### config.mk
export PLATFORM = sky130hd
export DESIGN_NAME = rr_resource_arbiter
export DESIGN_NICKNAME = d
export VERILOG_FILES = /design/src/rtl/arb_pkg.sv /design/src/rtl/rr_resource_arbiter_hot_bit.sv /design/src/rtl/rr_resource_arbiter.sv
export SDC_FILE = /design/constraint.sdc
export NUM_CORES = 1
export LEC_CHECK = 0
export BUFFER_PORTS_ARGS = -buffer_cell sky130_fd_sc_hd__buf_2
export CORE_ASPECT_RATIO = 0.5
export CORE_MARGIN = 2
export CORE_UTILIZATION = 40
export DETAILED_ROUTE_END_ITERATION = 16
export PLACE_DENSITY_LB_ADDON = 0.08
export SKIP_CTS_REPAIR_TIMING = 1
export SLEW_MARGIN = 30
export SYNTH_ARGS = -nofsm -noshare
export SYNTH_HDL_FRONTEND = slang
export SYNTH_SLANG_ARGS = --single-unit
### constraint.sdc
create_clock -name clk -period 8.33 [get_ports clk]
set_clock_uncertainty 0.05 [all_clocks]
set_input_delay 0.4165 -clock clk [delete_from_list [all_inputs] [get_ports clk]]
set_output_delay 0.4165 -clock clk [all_outputs]
set_load 0.02 [all_outputs]
### src/rtl/arb_pkg.sv
//==============================================================================
// Module      : arb_pkg
// Description : Shared types and the round-robin pick function for the
//               single-owner resource arbiter.
// Revision    : 1.0 - initial release
//==============================================================================
`default_nettype none

package arb_pkg;

    localparam int ARB_MAX_REQ = 32;
    localparam int ARB_IDX_W   = 5;

    typedef enum logic [1:0] {
        IDLE  = 2'd0,
        GRANT = 2'd1,
        GAP   = 2'd2
    } arb_state_t;

    typedef struct packed {
        logic                 any;
        logic [ARB_IDX_W-1:0] idx;
    } pick_t;

    // Scans downward so the lowest offset from last+1 is written last and wins;
    // offset == depth wraps back to last itself, the lowest priority.
    function automatic pick_t rr_pick(
        input logic [ARB_MAX_REQ-1:0] req,
        input logic [ARB_IDX_W-1:0]   last,
        input int                     depth
    );
        pick_t                p;
        logic [ARB_IDX_W-1:0] mask;
        logic [ARB_IDX_W-1:0] cand;
        p    = '0;
        mask = ARB_IDX_W'(depth - 1);
        for (int i = ARB_MAX_REQ; i >= 1; i--) begin
            if (i <= depth) begin
                cand = (last + ARB_IDX_W'(i)) & mask;
                if (req[cand]) begin
                    p.any = 1'b1;
                    p.idx = cand;
                end
            end
        end
        return p;
    endfunction

endpackage

`default_nettype wire

### src/rtl/rr_resource_arbiter_hot_bit.sv
//==============================================================================
// Module      : Hot_Bit
// Description : Binary index to one-hot decoder.
// Revision    : 1.0 - initial release
//==============================================================================
`default_nettype none

module Hot_Bit #(
    parameter int DEPTH = 8
) (
    input  logic [$clog2(DEPTH)-1:0] idx,
    output logic [DEPTH-1:0]         onehot
);

    localparam int IW = $clog2(DEPTH);

    for (genvar i = 0; i < DEPTH; i++) begin : g_bit
        assign onehot[i] = (idx == IW'(i));
    end

endmodule

`default_nettype wire

### src/rtl/rr_resource_arbiter.sv
//==============================================================================
// Module      : rr_resource_arbiter
// Description : Round-robin arbiter for one single-owner resource with hold
//               limit and a mandatory one-cycle turnaround gap between owners.
// Revision    : 1.0 - initial release
//==============================================================================
`default_nettype none

module rr_resource_arbiter
    import arb_pkg::*;
#(
    parameter int DEPTH    = 8,
    parameter int MAX_HOLD = 16
) (
    input  logic                     clk,
    input  logic                     rst_n,
    input  logic [DEPTH-1:0]         req,
    input  logic                     done,
    output logic [DEPTH-1:0]         gnt,
    output logic [$clog2(DEPTH)-1:0] gnt_idx,
    output logic                     gnt_valid,
    output logic                     preempt
);

    localparam int IW = $clog2(DEPTH);
    localparam int HW = (MAX_HOLD > 0) ? $clog2(MAX_HOLD + 1) : 1;

    localparam logic [IW-1:0] c_last_init = IW'(DEPTH - 1);
    localparam logic [HW-1:0] c_hold_max  = HW'((MAX_HOLD > 0) ? MAX_HOLD - 1 : 0);

    arb_state_t      r_state;
    logic [IW-1:0]   r_gnt_idx;
    logic [IW-1:0]   r_last;
    logic            r_gnt_valid;
    logic            r_preempt;
    logic [HW-1:0]   r_hold_cnt;

    pick_t           w_pick;
    logic [IW-1:0]   w_win;
    logic            w_limit;
    logic            w_normal_rel;
    logic            w_release;
    logic [DEPTH-1:0] w_onehot;

    assign w_pick       = rr_pick(ARB_MAX_REQ'(req), ARB_IDX_W'(r_last), DEPTH);
    assign w_win        = w_pick.idx[IW-1:0];
    assign w_normal_rel = done | ~req[r_gnt_idx];
    assign w_release    = w_normal_rel | w_limit;

    if (IW < ARB_IDX_W) begin : g_pick_pad
        logic w_unused_hi;
        assign w_unused_hi = |w_pick.idx[ARB_IDX_W-1:IW];
    end

    if (MAX_HOLD != 0) begin : g_limit
        assign w_limit = (r_hold_cnt == c_hold_max);
    end else begin : g_no_limit
        assign w_limit = 1'b0;
    end

    always_ff @(posedge clk or negedge rst_n) begin
        if (!rst_n) begin
            r_state     <= IDLE;
            r_gnt_idx   <= '0;
            r_last      <= c_last_init;
            r_gnt_valid <= 1'b0;
            r_preempt   <= 1'b0;
            r_hold_cnt  <= '0;
        end else begin
            case (r_state)
                IDLE, GAP: begin
                    r_preempt   <= 1'b0;
                    r_gnt_valid <= 1'b0;
                    if (w_pick.any) begin
                        r_state     <= GRANT;
                        r_gnt_idx   <= w_win;
                        r_last      <= w_win;
                        r_hold_cnt  <= '0;
                        r_gnt_valid <= 1'b1;
                    end else begin
                        r_state <= IDLE;
                    end
                end
                GRANT: begin
                    if (w_release) begin
                        r_state     <= GAP;
                        r_gnt_valid <= 1'b0;
                        // Only a pure hold-limit expiry is reported as preemption.
                        r_preempt   <= ~w_normal_rel;
                    end else if (r_hold_cnt != c_hold_max) begin
                        r_hold_cnt <= r_hold_cnt + HW'(1);
                    end
                end
                default: begin
                    r_state     <= IDLE;
                    r_gnt_valid <= 1'b0;
                    r_preempt   <= 1'b0;
                end
            endcase
        end
    end

    Hot_Bit #(
        .DEPTH (DEPTH)
    ) u_hot_bit (
        .idx    (r_gnt_idx),
        .onehot (w_onehot)
    );

    assign gnt       = w_onehot & {DEPTH{r_gnt_valid}};
    assign gnt_idx   = r_gnt_idx;
    assign gnt_valid = r_gnt_valid;
    assign preempt   = r_preempt;

endmodule

`default_nettype wire

==> flow_summary.yaml, run 1 <==
run_status:
  outcome: "completed"
cts:
  clkTransAtPathRegs_ns: 0.06
  root_buffer: "clkbuf_8"
  worstSkewPairLatency_ns: 0.25
  cts_made_buffers: 3
  max-clock-path-buffers: 2
  cts_tree: "built"
  htree_levels: 1
  cts_sinks: 15
grt:
  met1_usage_pct: 24.9
  grtUsageMet2_pct: 25.2
  top_usage_layer: "met2"
  grt_max_degree: 21
  grt_pass1_wl_um: 6350
  grt_util_met3_pct: 3.98
  grt_pass1_vias: 1315
  antenna_found_initial: 0
  track_usage_pct: 17.1
  grt_remaining_overflow: 0
die:
  fp-row-count: 16
  core_area_um2: 3980
  dieArea_um2: 4810
  die_y_um: 50.1
  chipWidth_um: 96.1
  io_pins: 24
  start_util_pct: 42.6
final_layout:
  final_cell_mix: "buf_2, mux4_2, nand2_1, dfrtp_1, a21oi_1"
  final_nets: 194
  fill_cells: 404
  diodes: 0
  layout-drive-gt1-share_pct: 34.8
  mostFrequentLayoutCell: "buf_2"
  syn2layout_area_growth_pct: 7.23
  stdcell_area_um2: 1820
power_and_ir_drop:
  leakagePower_uw: 0.000733
  p_total_uw: 869
  power.density_nw_per_um2: 477
  peakVddDrop_mv: 0.140
drt:
  drt-total-wl_um: 3780
  routed_via_density: 6.01
  dr.pass1.iters: 4
  vias: 1395
  routedWlPerCell_um: 16.3
  ant_nets: 0
  route.detailed.drc: 0
  drtIter0Drc: 63
critical_path:
  criticalPathCategory: "reg2reg"
  cp-start-kind: "flip-flop"
  end_kind: "flip-flop"
  cp.arrival_ns: 3.26
  cp_max_fo: 16
  worstPathRequired_ns: 8.39
timing:
  relSlewSlack_pct: 59.8
  setup_tns_ns: 0
  worst_pin_slew_ns: 0.604
  setup_viol: 0
  finalHoldViolCount: 0
  post-route-period-util_pct: 38.5
  whs_ns: 0.0151
  max_freq_ghz: 0.312
  slew_violations: 0
  fin_crit_ns: 3.20
  rsz0062_at_grt: "no"
place:
  io_buffers: 23
  postPlaceCellArea_um2: 1770
  dp.final_hpwl_um: 2820
  globalplace.congestion: 0.855
synth:
  yosysSeqAreaShare_pct: 22.3
  ys_seq_elements: 15
  synthCells: 167
  syn_area_per_cell_um2: 10.2
  ys_types: 50
  syn_area_um2: 1700
  synth_nets: 182
  yosysWarnings: 0
worst_hold_path:
  hp-class: "in2async"
job:
  max-cap-violations: 0
[report_power, final]
group	internal (µW)	switching [µW]
Combinational	303	332
Clock	33.9	25.0
Sequential	107	67.4
Total	444	425
[through the flow]
| stage | utilization [%] | cells | setup WS [ns] |
|---|---|---|---|
| CTS | 45.7 | 232 | 5.14 |
| global route | 45.7 | 232 | 4.91 |
| floorplan | - | 167 | 5.50 |
| detailed placement | 44.5 | 228 | 5.14 |
| finish | 45.7 | 232 | 5.13 |
| global placement | 44.5 | 228 | 5.17 |
[final cells by class]
cell class,instances,area [µm²],area share (%)
clock buffer,4,45.0,2.48
multi-input combinational,126,1170,64.6
inverter,10,37.5,2.06
tap,54,67.6,3.71
sequential,15,379,20.8
timing repair buffer,23,115,6.33
[worst paths after layout]
check / start / end / slack (ns) / cells after the start
max in group asynchronous: rst_n / r_last[1]$_DFFE_PN1P_ / 7.92 / 1
hold reg to reg: r_hold_cnt[4]$_DFFE_PN0P_ / r_hold_cnt[4]$_DFFE_PN0P_ / 0.46 / 2
setup reg to reg: r_last[0]$_DFFE_PN1P_ / gnt_idx[2]$_DFFE_PN0P_ / 5.13 / 7
setup / recovery: r_last[0]$_DFFE_PN1P_ / gnt_idx[2]$_DFFE_PN0P_ / 5.13 / 7
hold / removal: rst_n / r_hold_cnt[0]$_DFFE_PN0P_ / 0.02 / 1
min in group clk: done / preempt$_DFFE_PN0P_ / 0.32 / 2
[state kept, by name, summed over array words and instances, names as in the netlist]
signal and flops:
r_last 3, r_hold_cnt 5, r_state 2, gnt_idx 3
preempt 1, gnt_valid 1
[worst max-delay path, stage by stage, from the launching register on]
cell and delay [ns]:
dfstp_2 0.78, inv_1 0.20, ha_1 0.58, mux4_2 0.65, o21ai_0 0.20, a22oi_1 0.08
o31ai_1 0.37, a31oi_1 0.15
[synth_stat cells, drive strengths merged]
cell type  instances  area [µm²]
mux4              19         432
nand2             14        52.6
a21oi             12        63.8
dfrtp             12         300
inv               10        37.5
clkbuf             9        51.3
o21ai              8        40.0
buf                7        53.8
nor2               7        26.3
mux2i              6        72.6
nor3               5        30.0
ha                 4        50.1
nand2b             4        25.0
nand3              4        20.0
a211oi             3        27.5
a22oi              3        27.5
a31oi              3        18.8
dfstp              3        78.8
mux2               3        33.8
o211ai             3        32.5
xnor2              3        26.3
a21o               2        16.3
a221o              2        22.5
a221oi             2        17.5
a311oi             2        17.5
nor2b              2        12.5
nor4               2        12.5
o31ai              2        15.0
or2                2        12.5
a21boi             1        7.51
a22o               1        10.0
a32o               1        10.0
and2               1        6.26
and3               1        6.26
nor3b              1        7.51
o21a               1        7.51
or3                1        6.26
xor2               1        8.76
[routing by layer]
metal,share of wire [%],up-vias
met5,0,-
met4,1.9,0
met3,5.0,9
met2,45,35
met1,48,687
li1,-,664
[cell families (layout without fill, tap and decap cells)]
family / Yosys count / count (layout) / synth area share [%]
buffers and inverters: 26 / 37 / 8.41
DFF: 15 / 15 / 22.3
muxes: 28 / 28 / 31.7
and+or+nand+nor: 44 / 44 / 12.8
AOI/OAI and AO/OA: 46 / 46 / 19.7
xor gates and xnor gates: 4 / 4 / 2.07
adders and majority gates: 4 / 4 / 2.95
(Power assumes the default switching activity.)
==> inputs of run 2 (changes only) <==
ABC_AREA = 1   (was default)
clock period = 3.2 ns   (was 8.33 ns; I/O delays follow)
==> run 2 against run 1 <==
  * Worst setup slack lost 4.6 ns
  * Register-to-register slack got worse by 4.6 ns
  * Die area down 13%
  * First-iteration DRC count up 56%
  * Synthesized cell count is 31% higher
  * Critical path type unchanged
  * Critical endpoint is now r_hold_cnt[2]$_DFFE_PN0P_
==> flow_summary.yaml, run 2 <==
final_layout:
  layout-drive-gt1-share_pct: 24.2
  stdcell_count: 291
  largest-register: "r_hold_cnt"
  final_nets: 256
  mostFrequentLayoutCell: "nand2_1"
  fill_cells: 383
  final_cell_mix: "nand2_1, nand3_1, buf_2, inv_1, nor2_1"
  seq_area_um2: 379
  multi_input_area_um2: 950
  diodes: 0
  syn2layout_area_growth_pct: 13.2
  largest_reg_flops: 5
timing:
  setup_viol: 0
  slew_violations: 0
  worst_pin_slew_ns: 0.329
  setup_tns_ns: 0
  rsz0062_at_grt: "no"
  finalHoldViolCount: 0
  relSlewSlack_pct: 78.0
  fin_crit_ns: 2.63
  max_freq_ghz: 0.381
  post-route-period-util_pct: 82.1
critical_path:
  cp_max_fo: 12
  end_kind: "flip-flop"
  reg2reg_slack_ns: 0.57
  ff2ff_path_depth: 13
  r2r_start: "r_last[1]$_DFFE_PN1P_"
  cp.arrival_ns: 2.70
  r2r-end: "r_hold_cnt[2]$_DFFE_PN0P_"
  worstPathRequired_ns: 3.28
  criticalPathCategory: "reg2reg"
  cp-start-kind: "flip-flop"
worst_hold_path:
  whs_endpoint: "preempt$_DFFE_PN0P_"
  worstHoldStart: "done"
  hp-class: "in2reg"
  hold_depth: 3
synth:
  synth_top_family_by_area: "simple AND/OR/NAND/NOR gates"
  syn_area_per_cell_um2: 6.67
  synth_common_cells: "nand2_1, nand3_1, inv_1"
  synthSimpleGateAreaFrac_pct: 52.4
  synth_edf_count: 0
  ys_types: 33
  synth_most_common_cell: "nand2_1"
  synth-compound-area-share_pct: 6.37
  synth_nets: 233
  synthCells: 218
  ys_seq_elements: 15
  synthXorXnorAreaFrac_pct: 2.41
  yosys.area_share.adder_pct: 3.44
  synth_top_cell_area_share_pct: 20.7
  ys.flop_type: "dfrtp_1"
  yosysSeqAreaShare_pct: 26.1
  yosys.area.top_type: "dfrtp_1"
  muxShareOfSynthArea_pct: 0.688
  yosysWarnings: 0
  async_flop_share_pct: 100
  syn_area_um2: 1450
  synthTopCellsByArea: "dfrtp_1, nand2_1, nand3_1"
cts:
  cts_sinks: 15
  cts_made_buffers: 3
  worstSkewPairLatency_ns: 0.24
  root_buffer: "clkbuf_8"
  clkTransAtPathRegs_ns: 0.06
  max-clock-path-buffers: 2
  htree_levels: 1
  cts_tree: "built"
die:
  die_y_um: 46.6
  start_util_pct: 42.1
  fp-row-count: 15
  chipWidth_um: 89.3
  io_pins: 24
  dieArea_um2: 4160
  core_area_um2: 3450
place:
  dp.final_hpwl_um: 3010
  dp.cells: 286
  io_buffers: 23
  globalplace.congestion: 0.963
job:
  max-cap-violations: 0
grt:
  grt_remaining_overflow: 0
  met1_usage_pct: 28.2
  grt_max_degree: 16
  grt_pass1_wl_um: 6120
  grt_pass1_vias: 1281
  grt_util_met3_pct: 2.87
  grtUsageMet2_pct: 30.2
  antenna_found_initial: 0
  track_usage_pct: 19.6
  top_usage_layer: "met2"
drt:
  ant_nets: 0
  drt-total-wl_um: 3690
  routedWlPerCell_um: 12.7
  dr.pass1.iters: 4
  route.detailed.drc: 0
  vias: 1471
  drtIter0Drc: 98
  routed_via_density: 5.05
run_status:
  outcome: "completed"
## run 2: worst max path at each step
stage	startpoint	slack (ns)	cells after the start	endpoint
global route	r_last[1]$_DFFE_PN1P_	0.37	13	r_hold_cnt[2]$_DFFE_PN0P_
CTS	r_last[1]$_DFFE_PN1P_	0.58	13	r_hold_cnt[2]$_DFFE_PN0P_
global placement	r_last[0]$_DFFE_PN1P_	0.58	13	r_hold_cnt[2]$_DFFE_PN0P_
floorplan	r_last[0]$_DFFE_PN1P_	0.83	16	r_hold_cnt[2]$_DFFE_PN0P_
detailed placement	r_last[1]$_DFFE_PN1P_	0.59	13	r_hold_cnt[2]$_DFFE_PN0P_
finish	r_last[1]$_DFFE_PN1P_	0.57	13	r_hold_cnt[2]$_DFFE_PN0P_
## run 2: cell type report
| type | instances | area share, % |
|---|---|---|
| timing repair buffer | 24 | 7.60 |
| tap | 51 | 3.88 |
| sequential | 15 | 23.0 |
| clock buffer | 4 | 2.74 |
| inverter | 22 | 5.02 |
| multi-input combinational | 175 | 57.7 |
## run 2: kinds of logic (layout without fill, tap and decap cells)
family          count (synthesis)  count (layout)
simple gates                  150             150
xor+xnor                        4               4
buf+inv                        28              50
flops                          15              15
compound gates                 16              16
fa+ha+maj                       4               4
mux                             1               1
## run 2: per-layer routing
| metal | routed length [µm] | vias up | share of wire [%] |
|---|---|---|---|
| met5 | 0 | - | 0 |
| li1 | - | 754 | - |
| met4 | 60 | 0 | 1.6 |
| met3 | 238 | 6 | 6.5 |
| met1 | 1760 | 658 | 48 |
| met2 | 1630 | 53 | 44 |
## run 2: worst max-delay path: stages, from the launching register on
cell and delay [ns]:
dfstp_2 0.66, inv_1 0.18, ha_1 0.43, inv_2 0.15
nand3_2 0.10, nand3_1 0.12, nand2_2 0.09, inv_2 0.08
nand3_2 0.09, nand3b_4 0.20, nand2_8 0.12, nand2_4 0.08
a21oi_2 0.12, nor2_1 0.05
## run 2: through the flow
step                      hold slack [ns]  cell area [µm²]  utilization, %  setup slack [ns]
after floorplan                    -0.186             1450               -             0.833
after global placement             0.0288             1590            46.1             0.580
after detailed placement           0.0246             1590            46.1             0.594
after CTS                          -0.237             1640            47.4             0.575
after global routing                0.144             1650            47.6             0.368
final                               0.137             1650            47.6             0.573
Power of run 2 is not shown: default switching activity piles up to over one toggle a cycle in this logic, so the estimate is an artifact.
==> inputs of run 3 (changes only) <==
clock period = 2.1 ns   (was 3.2 ns; I/O delays follow)
==> run 3 against run 2 <==
  * The run now ends with negative setup slack left
  * Critical path type unchanged
  * Critical endpoint unchanged
  * Largest cell class unchanged
  * Wire length grew 7.9%
  * Final cell count grew 4.5%
  * Die area is the same
  * Core utilization grew 8.6 points
  * Flip-flop and latch count is the same
  * Maximum frequency grew 23%
  * Via count grew 3.8%
  * Worst setup slack lost 0.60 ns
==> flow_summary.yaml, run 3 (synthesis results as in run 2) <==
run_status:
  outcome: "complete, but fails checks"
  violations: "negative setup slack"
cts:
  cts_sinks: 15
  htree_levels: 1
  worstSkewPairLatency_ns: 0.25
  cts_tree: "built"
  cts_made_buffers: 3
  root_buffer: "clkbuf_8"
  clkTransAtPathRegs_ns: 0.06
  max-clock-path-buffers: 2
die:
  die_y_um: 46.6
  start_util_pct: 42.1
  chipWidth_um: 89.3
  io_pins: 24
  fp-row-count: 15
  core_area_um2: 3450
  dieArea_um2: 4160
timing:
  rsz0062_at_grt: "yes"
  post-route-period-util_pct: 101
  max_freq_ghz: 0.469
  worst_pin_slew_ns: 0.391
  setup_tns_ns: -0.0308
  slew_violations: 0
  finalHoldViolCount: 0
  relSlewSlack_pct: 73.9
  setup_ws_ns: -0.0308
  fin_crit_ns: 2.13
  setup_viol: 1
critical_path:
  ff2ff_path_depth: 13
  reg2reg_slack_ns: -0.03
  end_kind: "flip-flop"
  crit_start: "r_last[0]$_DFFE_PN1P_"
  cp_num_cells: 13
  max_stage_delay_ns: 0.56
  cp-start-kind: "flip-flop"
  critPathBufInv: 2
  crit_chain: "inv_2, ha_4, inv_6, nand3_4, and2_4, nand2_4, nand2_4, nor2_4, nand3b_4, nand2_8, nand2_8, a21oi_2, nor2_1"
  crit_family: "simple AND/OR/NAND/NOR gates"
  worstPathRequired_ns: 2.19
  r2r-end: "r_hold_cnt[2]$_DFFE_PN0P_"
  criticalPathCategory: "reg2reg"
  cp_max_fo: 8
  critical_path.endpoint: "r_hold_cnt[2]$_DFFE_PN0P_"
  r2r_start: "r_last[0]$_DFFE_PN1P_"
  cp_slowest_cell: "dfstp_2"
  cp.arrival_ns: 2.22
grt:
  track_usage_pct: 18.9
  grt_remaining_overflow: 0
  grt_pass1_wl_um: 5870
  grt_pass1_vias: 1225
  grt_max_degree: 16
  antenna_found_initial: 0
place:
  dp.cells: 296
  postPlaceCellArea_um2: 1690
  io_buffers: 23
  dp.final_hpwl_um: 3080
  globalplace.congestion: 0.942
drt:
  drtIter0Drc: 58
  ant_nets: 0
  drt-total-wl_um: 3980
  routed_via_density: 5.02
  routedWlPerCell_um: 13.1
  route.detailed.drc: 0
  dr.pass1.iters: 4
  vias: 1527
final_layout:
  largest_reg_flops: 5
  final_cell_mix: "nand2_1, nand3_1, buf_2, inv_1, nand3_2"
  mostFrequentLayoutCell: "nand2_1"
  stdcell_area_um2: 1940
  diodes: 0
  stdcell_count: 304
  layout-drive-gt1-share_pct: 37.5
  syn2layout_area_growth_pct: 33.6
  final_nets: 269
  fill_cells: 357
  largest-register: "r_hold_cnt"
worst_hold_path:
  hp-class: "in2reg"
job:
  max-cap-violations: 0
-- run 3: cell types whose count changed in the layout (fill, tap and decap cells not counted), moves of 4 or more --
cell / before / now
buf_4: 0 / 12
nand3_1: 42 / 30
nand3_2: 7 / 15
nand3_4: 0 / 4
-- run 3: through the flow --
| step | hold WS [ns] | worst slack (ns) | utilization (%) |
|---|---|---|---|
| after floorplan | -0.241 | -0.194 | - |
| after global placement | -0.0280 | 0.0265 | 48.8 |
| after detailed placement | -0.0265 | -0.0220 | 48.8 |
| after CTS | -0.296 | -0.0288 | 50.1 |
| after global routing | 0.0871 | -0.100 | 56.3 |
| final | 0.0764 | -0.0308 | 56.3 |
-- run 3: metal layers --
metal	vias up	global-route usage [%]	share of wire (%)
li1	786	-	-
met3	4	1.61	2.7
met2	28	31.6	49
met1	709	26.6	48
met5	-	0	0
met4	0	5.37	0.91
-- run 3: worst reg2reg max path, delay by kind of cell (launching register included) --
| family | cells | cell delay [ns] |
|---|---|---|
| compound gates | 1 | 0.14 |
| simple gates | 9 | 0.86 |
| flops | 1 | 0.56 |
| fa+ha+maj | 1 | 0.26 |
| buf+inv | 2 | 0.16 |
-- run 3: worst min path at each step --
stage | startpoint | to | slack (ns) | cells after the start
6_report | done | preempt$_DFFE_PN0P_ | 0.08 | 3
5_1_grt | done | preempt$_DFFE_PN0P_ | 0.09 | 3
2_1_floorplan | rst_n | gnt_idx[0]$_DFFE_PN0P_ | -0.24 | 0
4_1_cts | rst_n | r_hold_cnt[0]$_DFFE_PN0P_ | -0.30 | 1
3_5_place_dp | rst_n | r_hold_cnt[1]$_DFFE_PN0P_ | -0.03 | 1
3_3_place_gp | rst_n | r_hold_cnt[1]$_DFFE_PN0P_ | -0.03 | 1
-- run 3: cell type report --
| cell class | count | area (µm²) | area share [%] |
|---|---|---|---|
| Multi-Input combinational cell | 175 | 1130 | 58.4 |
| Tap cell | 51 | 63.8 | 3.28 |
| Sequential cell | 15 | 379 | 19.5 |
| Clock inverter | 1 | 5.00 | 0.258 |
| Timing Repair Buffer | 37 | 226 | 11.7 |
| Inverter | 22 | 92.6 | 4.76 |
| Clock buffer | 3 | 41.3 | 2.12 |
Power of run 3 is left out for the same reason.
